[src/rtl/serial_adder_if.sv]
`default_nettype none
// ============================================================================
// Module      : serial_adder_if
// Description : Request/result bundle for the bit-serial adder.
// Revision    : 1.0 - initial release
// ============================================================================
interface serial_adder_if #(
    parameter int WIDTH = 8
);
    logic             start;
    logic [WIDTH-1:0] a;
    logic [WIDTH-1:0] b;
    logic             cin;
    logic             busy;
    logic             done;
    logic [WIDTH-1:0] sum;
    logic             cout;

    modport master (
        output start, a, b, cin,
        input  busy, done, sum, cout
    );

    modport slave (
        input  start, a, b, cin,
        output busy, done, sum, cout
    );
endinterface
`default_nettype wire

[src/rtl/serial_adder.sv]
`default_nettype none
// ============================================================================
// Module      : serial_adder
// Description : Bit-serial N-bit adder, LSB first, one full-adder cell.
// Revision    : 1.0 - initial release
// ============================================================================
module serial_adder #(
    parameter int WIDTH = 8
) (
    input  wire             clk,
    input  wire             rst_n,
    serial_adder_if.slave   bus
);
    localparam int CW = (WIDTH > 1) ? $clog2(WIDTH) : 1;
    localparam logic [CW-1:0] c_LAST = CW'(WIDTH - 1);

    typedef enum logic [1:0] {
        IDLE = 2'd0,
        RUN  = 2'd1,
        DONE = 2'd2
    } state_t;

    state_t           r_state;
    logic [WIDTH-1:0] r_a_sh;
    logic [WIDTH-1:0] r_b_sh;
    logic [WIDTH-1:0] r_res;
    logic             r_carry;
    logic [CW-1:0]    r_cnt;
    logic [WIDTH-1:0] r_sum;
    logic             r_cout;
    logic             r_busy;
    logic             r_done;

    logic             w_s;
    logic             w_maj;
    logic [WIDTH-1:0] w_res_next;

    assign w_s        = r_a_sh[0] ^ r_b_sh[0] ^ r_carry;
    assign w_maj      = (r_a_sh[0] & r_b_sh[0]) | (r_a_sh[0] & r_carry) | (r_b_sh[0] & r_carry);
    assign w_res_next = {w_s, r_res[WIDTH-1:1]};

    always_ff @(posedge clk or negedge rst_n) begin
        if (!rst_n) begin
            r_state <= IDLE;
            r_a_sh  <= '0;
            r_b_sh  <= '0;
            r_res   <= '0;
            r_carry <= 1'b0;
            r_cnt   <= '0;
            r_sum   <= '0;
            r_cout  <= 1'b0;
            r_busy  <= 1'b0;
            r_done  <= 1'b0;
        end else begin
            case (r_state)
                IDLE: begin
                    if (bus.start) begin
                        r_a_sh  <= bus.a;
                        r_b_sh  <= bus.b;
                        r_carry <= bus.cin;
                        r_cnt   <= '0;
                        r_busy  <= 1'b1;
                        r_state <= RUN;
                    end
                end
                RUN: begin
                    r_a_sh  <= {1'b0, r_a_sh[WIDTH-1:1]};
                    r_b_sh  <= {1'b0, r_b_sh[WIDTH-1:1]};
                    r_res   <= w_res_next;
                    r_carry <= w_maj;
                    if (r_cnt == c_LAST) begin
                        // Result registers only move here so they never show a partial sum.
                        r_sum   <= w_res_next;
                        r_cout  <= w_maj;
                        r_done  <= 1'b1;
                        r_state <= DONE;
                    end else begin
                        r_cnt <= r_cnt + CW'(1);
                    end
                end
                DONE: begin
                    r_done  <= 1'b0;
                    r_busy  <= 1'b0;
                    r_state <= IDLE;
                end
                default: begin
                    r_done  <= 1'b0;
                    r_busy  <= 1'b0;
                    r_state <= IDLE;
                end
            endcase
        end
    end

    assign bus.busy = r_busy;
    assign bus.done = r_done;
    assign bus.sum  = r_sum;
    assign bus.cout = r_cout;
endmodule
`default_nettype wire
[src/flat_wrapper.sv]
// flat-port wrapper written by rule: the top's interface ports become plain ports
module serial_adder_flat 
#(
    parameter int WIDTH = 8
)
  (clk, rst_n, bus_start, bus_a, bus_b, bus_cin, bus_busy, bus_done, bus_sum, bus_cout);
  serial_adder_if #(.WIDTH(WIDTH)) bus_i ();
  input  wire clk;
  input  wire rst_n;
  input wire logic [$bits(bus_i.start)-1:0] bus_start;
  input wire logic [$bits(bus_i.a)-1:0] bus_a;
  input wire logic [$bits(bus_i.b)-1:0] bus_b;
  input wire logic [$bits(bus_i.cin)-1:0] bus_cin;
  output wire logic [$bits(bus_i.busy)-1:0] bus_busy;
  output wire logic [$bits(bus_i.done)-1:0] bus_done;
  output wire logic [$bits(bus_i.sum)-1:0] bus_sum;
  output wire logic [$bits(bus_i.cout)-1:0] bus_cout;
  assign bus_i.start = bus_start;
  assign bus_i.a = bus_a;
  assign bus_i.b = bus_b;
  assign bus_i.cin = bus_cin;
  assign bus_busy = bus_i.busy;
  assign bus_done = bus_i.done;
  assign bus_sum = bus_i.sum;
  assign bus_cout = bus_i.cout;
  serial_adder #(.WIDTH(WIDTH)) u_core (.clk(clk), .rst_n(rst_n), .bus(bus_i));
endmodule
[config.mk]
export PLATFORM = sky130hd
export DESIGN_NAME = serial_adder_flat
export DESIGN_NICKNAME = d
export VERILOG_FILES = /design/src/rtl/serial_adder_if.sv /design/src/rtl/serial_adder.sv /design/src/flat_wrapper.sv
export SDC_FILE = /design/constraint.sdc
export NUM_CORES = 1
export LEC_CHECK = 0
export ABC_AREA = 1
export ABC_CLOCK_PERIOD_IN_PS = 2100
export CAP_MARGIN = 20
export CORE_MARGIN = 2
export CORE_UTILIZATION = 50
export DETAILED_ROUTE_END_ITERATION = 16
export GPL_TIMING_DRIVEN = 0
export PLACE_DENSITY = 0.79
export SYNTH_ARGS = -nofsm -noshare
export SYNTH_HDL_FRONTEND = slang
export SYNTH_SLANG_ARGS = --single-unit
[constraint.sdc]
create_clock -name clk -period 2.1 [get_ports clk]
set_input_delay 0.42 -clock clk [delete_from_list [all_inputs] [get_ports clk]]
set_output_delay 0.42 -clock clk [all_outputs]
set_load 0.1 [all_outputs]
==> results of run 1 <==
## layout make-up
class,instances,share of cell area
multi-input cells,154,0.305
clock buffers,7,0.0421
inverters,15,0.0246
flip-flops and latches,40,0.438
repair buffers,30,0.123
well taps,48,0.0263
plain buffers,12,0.0416
## metrics by stage
step / std cells / area, um^2 / setup TNS (ps) / utilization
floorplan: 221 / 1850 / 0 / -
global placement: 299 / 2210 / -13280 / 0.613
detailed placement: 299 / 2200 / 0 / 0.611
CTS: 306 / 2290 / 0 / 0.634
global route: 306 / 2290 / 0 / 0.634
finish: 306 / 2290 / 0 / 0.634
## synthesized netlist by cell type
library cell,n
sky130_fd_sc_hd__buf_2,4
sky130_fd_sc_hd__o21ai_1,8
sky130_fd_sc_hd__nand3_1,39
sky130_fd_sc_hd__buf_4,4
sky130_fd_sc_hd__nand2_4,1
sky130_fd_sc_hd__nand2_1,90
sky130_fd_sc_hd__nor2_1,2
sky130_fd_sc_hd__fa_1,1
sky130_fd_sc_hd__ha_1,2
sky130_fd_sc_hd__inv_1,13
sky130_fd_sc_hd__buf_6,4
sky130_fd_sc_hd__o21ai_0,7
sky130_fd_sc_hd__nand2_2,4
sky130_fd_sc_hd__inv_2,2
sky130_fd_sc_hd__dfrtp_1,40
## how the worst min path moves through the flow
stage / to / slack, ps / depth (start not counted)
global placement: u_core.bus.busy$_DFFE_PN0P_ / 460 / 2
CTS: u_core.bus.sum[2]$_DFFE_PN0P_ / 270 / 1
detailed placement: u_core.bus.done$_DFFE_PN0P_ / 470 / 2
finish: u_core.bus.sum[5]$_DFFE_PN0P_ / 240 / 1
global route: u_core.bus.sum[4]$_DFFE_PN0P_ / 310 / 1
floorplan: u_core.bus.busy$_DFFE_PN0P_ / 120 / 0
## placed cells by master, fill, tap and decap left out, types with 4 or more instances in the layout
cell	instances
sky130_fd_sc_hd__nand2_2	4
sky130_fd_sc_hd__dfrtp_1	40
sky130_fd_sc_hd__clkbuf_8	7
sky130_fd_sc_hd__buf_2	5
sky130_fd_sc_hd__nand2_1	90
sky130_fd_sc_hd__o21ai_1	8
sky130_fd_sc_hd__nand3_1	39
sky130_fd_sc_hd__buf_4	4
sky130_fd_sc_hd__buf_6	4
sky130_fd_sc_hd__dlygate4sd2_1	11
sky130_fd_sc_hd__inv_1	13
sky130_fd_sc_hd__o21ai_0	7
sky130_fd_sc_hd__clkdlybuf4s50_1	18
## registers in the layout, indices dropped and copies added, names as in the netlist
name,flops
u_core.bus.done,1
u_core.bus.sum,8
u_core.r_state,2
u_core.r_res,7
u_core.r_carry,1
u_core.r_b_sh,8
u_core.r_a_sh,8
u_core.r_cnt,3
u_core.bus.busy,1
u_core.bus.cout,1
## worst reg2reg max path: cells and delay by family, from the launching register on
family                   cells  cell delay [ps]
adder cells (fa/ha/maj)      2              410
flip-flops                   1              400
AND/OR/NAND/NOR              2              220
buffers and inverters        2              200
AO/OA/AOI/OAI                1               80
## kinds of logic (layout without fill, tap and decap cells)
kind of cell             count (synthesis)  after routing  share of synthesized area
flip-flops                              40             40                      0.541
AND/OR/NAND/NOR                        136            136                      0.312
AO/OA/AOI/OAI                           15             15                     0.0406
buffers and inverters                   27             64                     0.0819
adder cells (fa/ha/maj)                  3              3                     0.0244
## metal layers
metal | vias up | global-route usage | part of all wire
li1 | 774 | - | -
met1 | 709 | 0.284 | 0.46
met2 | 35 | 0.326 | 0.48
met3 | 4 | 0.0573 | 0.048
met4 | 0 | 0.0638 | 0.014
met5 | - | 0 | 0
## power groups by stage
stage / registers, mW / logic [mW] / clock network, mW
finish: 1.28 / 1.96 / 0.546
global route: 1.32 / 2.18 / 0.599
CTS: 1.28 / 1.99 / 0.558
detailed placement: 1.29 / 2.04 / 0
global placement: 1.28 / 2.00 / 0
floorplan: 1.89 / 0.951 / 0
==> results.md, run 1 <==
| Quantity | Reported | Unit |
| --- | --- | --- |
| Run status | complete, no violations | - |
| Fin nets | 281 | - |
| Min Clock Period, post-route | 1930 | ps |
| Total track usage | 0.209 | - |
| Final antenna-violating net count | 0 | - |
| VDD IR max | 1050 | uV |
| Global-route wire length before repair | 6630 | um |
| Maximum fanout along the worst path | 2 | - |
| Clock sink count | 40 | - |
| Post-route worst setup slack | 168 | ps |
| Startpoint class of the critical path | flip-flop | - |
| DR vias | 1,522 | - |
| Buffers & Inverters on Critical Path | 1 | - |
| Endpoint of the worst register-to-register path | u_core.bus.sum[5]$_DFFE_PN0P_ | - |
| Library cell contributing the largest single delay on the critical path | sky130_fd_sc_hd__dlygate4sd2_1 | - |
| Cell chain of the critical path | dlygate4sd2_1 | - |
| Top cells by area in the synthesized netlist | sky130_fd_sc_hd__dfrtp_1, sky130_fd_sc_hd__nand2_1, sky130_fd_sc_hd__nand3_1 | - |
| Post-synthesis instance total | 221 | - |
| Proportion of power drawn by combinational gates | 0.518 | - |
| Fin crit share | 0.920 | - |
| Via count normalized by instance count | 4.97 | - |
| Wire length reported by the detailed router | 3750 | um |
| Die footprint | 0.00420 | mm^2 |
| Yosys top cell area share | 0.541 | - |
| Unrepaired setup endpoints after global routing | no | - |
| Total of cells resized after clock tree synthesis | 11 | - |
| Worst setup slack before clock tree synthesis | 197 | ps |
| Mean post-synth cell area | 8.37 | um^2 |
| Final Hold Vio Count | 0 | - |
| Count of unique library cells instantiated by Yosys | 15 | - |
| Initial Util | 0.513 | - |
| Number of buffers inserted during clock tree synthesis | 5 | - |
| Vias in the first global route | 1,459 | - |
| Clock insertion delay at the later pin of the skew report | 290 | ps |
| Worst R2R Setup Slack | 660 | ps |
| CTS tree | built | - |
| Worst reg2reg startpoint | u_core.r_cnt[0]$_DFFE_PN0P_ | - |
| Area of the mapped netlist | 0.00185 | mm^2 |
| Fmax achieved | 0.518 | GHz |
| Post-CTS setup buffer count | 0 | - |
| Worst hold margin | 240 | ps |
| Count of routing violations after the opening detailed-route iteration | 154 | - |
| Transition at the pin with the smallest max-transition slack | 960 | ps |
| Share of layout cells above drive strength 1 | 0.105 | - |
| Worst reg2reg path depth | 7 | - |
| Synthesized Nets | 244 | - |
| Number of port buffers | 30 | - |
| Share of power burned in the clock network | 0.144 | - |
| Final setup violation count | 0 | - |
| Hpwl dp | 2600 | um |
| Net switching share of the total power | 0.484 | - |
| Chip Height | 64.8 | um |
| Critical path startpoint | u_core.bus.sum[1]$_DFFE_PN0P_ | - |
| Count of antenna diodes in the layout | 0 | - |
| Critical path capture point type | primary output | - |
| Hold-fix buffers, CTS | 0 | - |
| Sequential element share of the synthesized area | 0.541 | - |
| Gr ovfl total | 0 | - |
| Cell Rows | 22 | - |
| I/O pins | 31 | - |
| Synthesis-to-finish area growth | 23.7 | % |
| Data required, critical path | 1680 | ps |
| Max-cap check violation count | 0 | - |
| Placeable core region | 0.00361 | mm^2 |
| Register area | 0.00100 | mm^2 |
| Internal | 1.96 | mW |
| Overall power after layout | 3.79 | mW |
| DRC | 0 | - |
| Largest net degree at the start of global routing | 41 | - |
| Startpoint-to-endpoint class of the critical path | reg2out | - |
| CP Depth | 1 | - |
| WL per Instance | 12.2 | um |
| Number of warnings printed during yosys synthesis | 0 | - |
| Share of power burned in registers | 0.338 | - |
| Max-slew headroom at the worst pin | 0.363 | - |
| Horiz. Die Dim | 64.8 | um |
| Post-route clock skew | 6.72 | ps |
| Number of antenna violations at the first check in global routing | 0 | - |
| Dominant cell type by area after synthesis | sky130_fd_sc_hd__dfrtp_1 | - |
| Hold Crit Class | in2async | - |
| Post-CTS clock slew at the launch and capture registers of the worst setup and hold paths | 70 | ps |
| Placer's final routability congestion estimate | 0.798 | - |
| Number of synthesized register bits | 40 | - |
| Number of max-slew violations in the final report | 0 | - |
| Filler cell count in the final layout | 339 | - |
| Number of detailed-route iterations in the first pass | 4 | - |
| Max incr delay on CP | 860 | ps |
| Multi-input combinational cell area | 697 | um^2 |
| Crit path DAT | 1510 | ps |
| Dominant delay contributor by cell family on the critical path | buffers and inverters | - |
| H-tree Lvls | 2 | - |
| Total power per unit cell area | 1660 | mW/mm^2 |
| Clock root buffer master | sky130_fd_sc_hd__clkbuf_8 | - |
| Clock Path Buffers | 2 | - |
| Net Sw Power | 1.83 | mW |
| Standby leakage power | 1.24 | nW |
| End of the critical path | bus_sum[1] | - |
(Power assumes the default switching activity.)
==> run 2: changes to the inputs <==
--- a/config.mk
+++ b/config.mk
@@ -12,7 +12,7 @@
 export CORE_UTILIZATION = 50
 export DETAILED_ROUTE_END_ITERATION = 16
 export GPL_TIMING_DRIVEN = 0
-export PLACE_DENSITY = 0.79
+export PLACE_DENSITY = 0.76
 export SYNTH_ARGS = -nofsm -noshare
 export SYNTH_HDL_FRONTEND = slang
 export SYNTH_SLANG_ARGS = --single-unit
==> run 2 against run 1 <==
  * Count of clock-buffer cells in the layout down 1
  * Global-route usage shrank 0.47 points
  * First-iteration DRC count decreased by 40%
  * Largest power group unchanged
==> results.md, run 2 (synthesis results as in run 1) <==
| Quantity | Reported | Unit | vs previous |
| --- | --- | --- | --- |
| Worst hold margin | 241 | ps | was 240 ps |
| Die footprint | 0.00420 | mm^2 | unchanged |
| Total track usage | 0.204 | - | was 0.209 |
| Crit path DAT | 1510 | ps | about the same |
| Number of standard cells in the final layout excluding fillers | 306 | - | unchanged |
| Clock insertion delay at the later pin of the skew report | 290 | ps | about the same |
| Clock sink count | 40 | - | unchanged |
| Cell chain of the critical path | dlygate4sd2_1 | - | unchanged |
| Wire length reported by the detailed router | 3740 | um | was 3750 um |
| Max-slew headroom at the worst pin | 0.362 | - | was 0.363 |
| Hold-fix buffers, CTS | 0 | - | unchanged |
| Placer's final routability congestion estimate | 0.792 | - | was 0.798 |
| Number of max-slew violations in the final report | 0 | - | unchanged |
| I/O pins | 31 | - | unchanged |
| Total power per unit cell area | 1640 | mW/mm^2 | was 1660 mW/mm^2 |
| Final antenna-violating net count | 0 | - | unchanged |
| CP Depth | 1 | - | unchanged |
| Fin nets | 281 | - | unchanged |
| Cell Rows | 22 | - | unchanged |
| Buffers & Inverters on Critical Path | 1 | - | unchanged |
| Transition at the pin with the smallest max-transition slack | 961 | ps | was 960 ps |
| Total of cells resized after clock tree synthesis | 11 | - | unchanged |
| Number of detailed-route iterations in the first pass | 4 | - | unchanged |
| WL per Instance | 12.2 | um | about the same |
| Fmax achieved | 0.519 | GHz | was 0.518 GHz |
| H-tree Lvls | 2 | - | unchanged |
| Standby leakage power | 1.23 | nW | was 1.24 nW |
| VDD IR max | 926 | uV | was 1050 uV |
| Final setup violation count | 0 | - | unchanged |
| Dominant delay contributor by cell family on the critical path | buffers and inverters | - | unchanged |
| Most frequent standard cell in the layout excluding fill and tap cells | sky130_fd_sc_hd__nand2_1 | - | unchanged |
| Initial Util | 0.513 | - | unchanged |
| Hold Crit Class | in2async | - | unchanged |
| Global-route wire length before repair | 6530 | um | was 6630 um |
| Number of antenna violations at the first check in global routing | 0 | - | unchanged |
| Vias in the first global route | 1,496 | - | was 1,459 |
| Filler cell count in the final layout | 335 | - | was 339 |
| Count of antenna diodes in the layout | 0 | - | unchanged |
| Dpl cells | 299 | - | unchanged |
| Horiz. Die Dim | 64.8 | um | unchanged |
| Clock root buffer master | sky130_fd_sc_hd__clkbuf_8 | - | unchanged |
| Maximum fanout along the worst path | 2 | - | unchanged |
| Via count normalized by instance count | 5.04 | - | was 4.97 |
| Post-route clock skew | 8.99 | ps | was 6.72 ps |
| Clock Path Buffers | 2 | - | unchanged |
| Worst reg2reg path depth | 7 | - | unchanged |
| Post-CTS setup buffer count | 0 | - | unchanged |
| DRC | 0 | - | unchanged |
| Number of buffers inserted during clock tree synthesis | 5 | - | unchanged |
| Chip Height | 64.8 | um | unchanged |
| Commonest cells after routing, fill and taps aside | sky130_fd_sc_hd__nand2_1, sky130_fd_sc_hd__dfrtp_1, sky130_fd_sc_hd__nand3_1 | - | unchanged |
| Min Clock Period, post-route | 1930 | ps | about the same |
| DR vias | 1,543 | - | was 1,522 |
| Count of routing violations after the opening detailed-route iteration | 92 | - | was 154 |
| Final Hold Vio Count | 0 | - | unchanged |
| Critical path capture point type | primary output | - | unchanged |
| Unrepaired setup endpoints after global routing | no | - | unchanged |
| Number of port buffers | 30 | - | unchanged |
| Max-cap check violation count | 0 | - | unchanged |
| Startpoint class of the critical path | flip-flop | - | unchanged |
| Largest net degree at the start of global routing | 41 | - | unchanged |
| Fin crit share | 0.918 | - | was 0.920 |
| Library cell contributing the largest single delay on the critical path | sky130_fd_sc_hd__dlygate4sd2_1 | - | unchanged |
| Data required, critical path | 1680 | ps | about the same |
| Startpoint-to-endpoint class of the critical path | reg2out | - | unchanged |
| Post-CTS clock slew at the launch and capture registers of the worst setup and hold paths | 70 | ps | about the same |
| Hpwl dp | 2570 | um | was 2600 um |
| CTS tree | built | - | unchanged |
| Max incr delay on CP | 860 | ps | about the same |
| Synthesis-to-finish area growth | 22.7 | % | was 23.7% |
| Share of layout cells above drive strength 1 | 0.101 | - | was 0.105 |
| Run status | complete, no violations | - | unchanged |
| Placeable core region | 0.00361 | mm^2 | unchanged |
| Gr ovfl total | 0 | - | unchanged |
-- run 2: final timing paths --
check / start / to / slack [ps]
max in group asynchronous: rst_n / u_core.r_b_sh[2]$_DFFE_PN0P_ / 1320
hold / removal: rst_n / u_core.r_state[0]$_DFFE_PN0P_ / 240
hold reg to reg: u_core.r_res[1]$_DFFE_PN0P_ / u_core.bus.sum[0]$_DFFE_PN0P_ / 480
setup / recovery: u_core.bus.sum[7]$_DFFE_PN0P_ / bus_sum[7] / 170
min in group clk: u_core.r_res[1]$_DFFE_PN0P_ / u_core.bus.sum[0]$_DFFE_PN0P_ / 480
setup reg to reg: u_core.r_cnt[0]$_DFFE_PN0P_ / u_core.bus.sum[4]$_DFFE_PN0P_ / 670
-- run 2: worst register-to-register path, stage by stage (launching register included) --
cell and delay, ps:
sky130_fd_sc_hd__dfrtp_1 400, sky130_fd_sc_hd__ha_1 210, sky130_fd_sc_hd__ha_1 210, sky130_fd_sc_hd__nand2_2 100
sky130_fd_sc_hd__inv_2 60, sky130_fd_sc_hd__nand2_4 110, sky130_fd_sc_hd__buf_6 150, sky130_fd_sc_hd__o21ai_0 80
-- run 2: cell type report --
cell class | count | area, um^2 | share of cell area
Buffer | 12 | 95.1 | 0.0419
Clock buffer | 6 | 72.6 | 0.0320
Clock inverter | 1 | 5.00 | 0.00221
Inverter | 15 | 56.3 | 0.0248
Multi-Input combinational cell | 154 | 697 | 0.307
Sequential cell | 40 | 1000 | 0.441
Tap cell | 48 | 60.1 | 0.0265
Timing Repair Buffer | 30 | 282 | 0.124
-- run 2: report_power, final --
part	total [mW]	internal [mW]	switching, mW
Sequential	1.28	1.10	0.174
Combinational	1.96	0.563	1.40
Clock	0.474	0.226	0.248
Total	3.71	1.89	1.82
-- run 2: routing by layer --
layer	vias up	routed length, um	track usage	part of all wire
met5	-	0	0	0
met4	0	29	0.0771	0.0077
met3	4	154	0.0538	0.041
met2	38	1770	0.323	0.47
met1	733	1790	0.268	0.48
li1	768	-	-	-
-- run 2: through the flow --
step           power [mW]  cell area (um^2)  setup TNS [ps]  setup WS (ps)   util
3_3_place_gp         3.29              2210          -14900           -375  0.613
4_1_cts              3.75              2270               0            158  0.629
3_5_place_dp         3.33              2200               0            198  0.611
6_report             3.71              2270               0            173  0.629
5_1_grt              4.04              2270               0            133  0.629
2_1_floorplan        2.84              1850               0            782      -
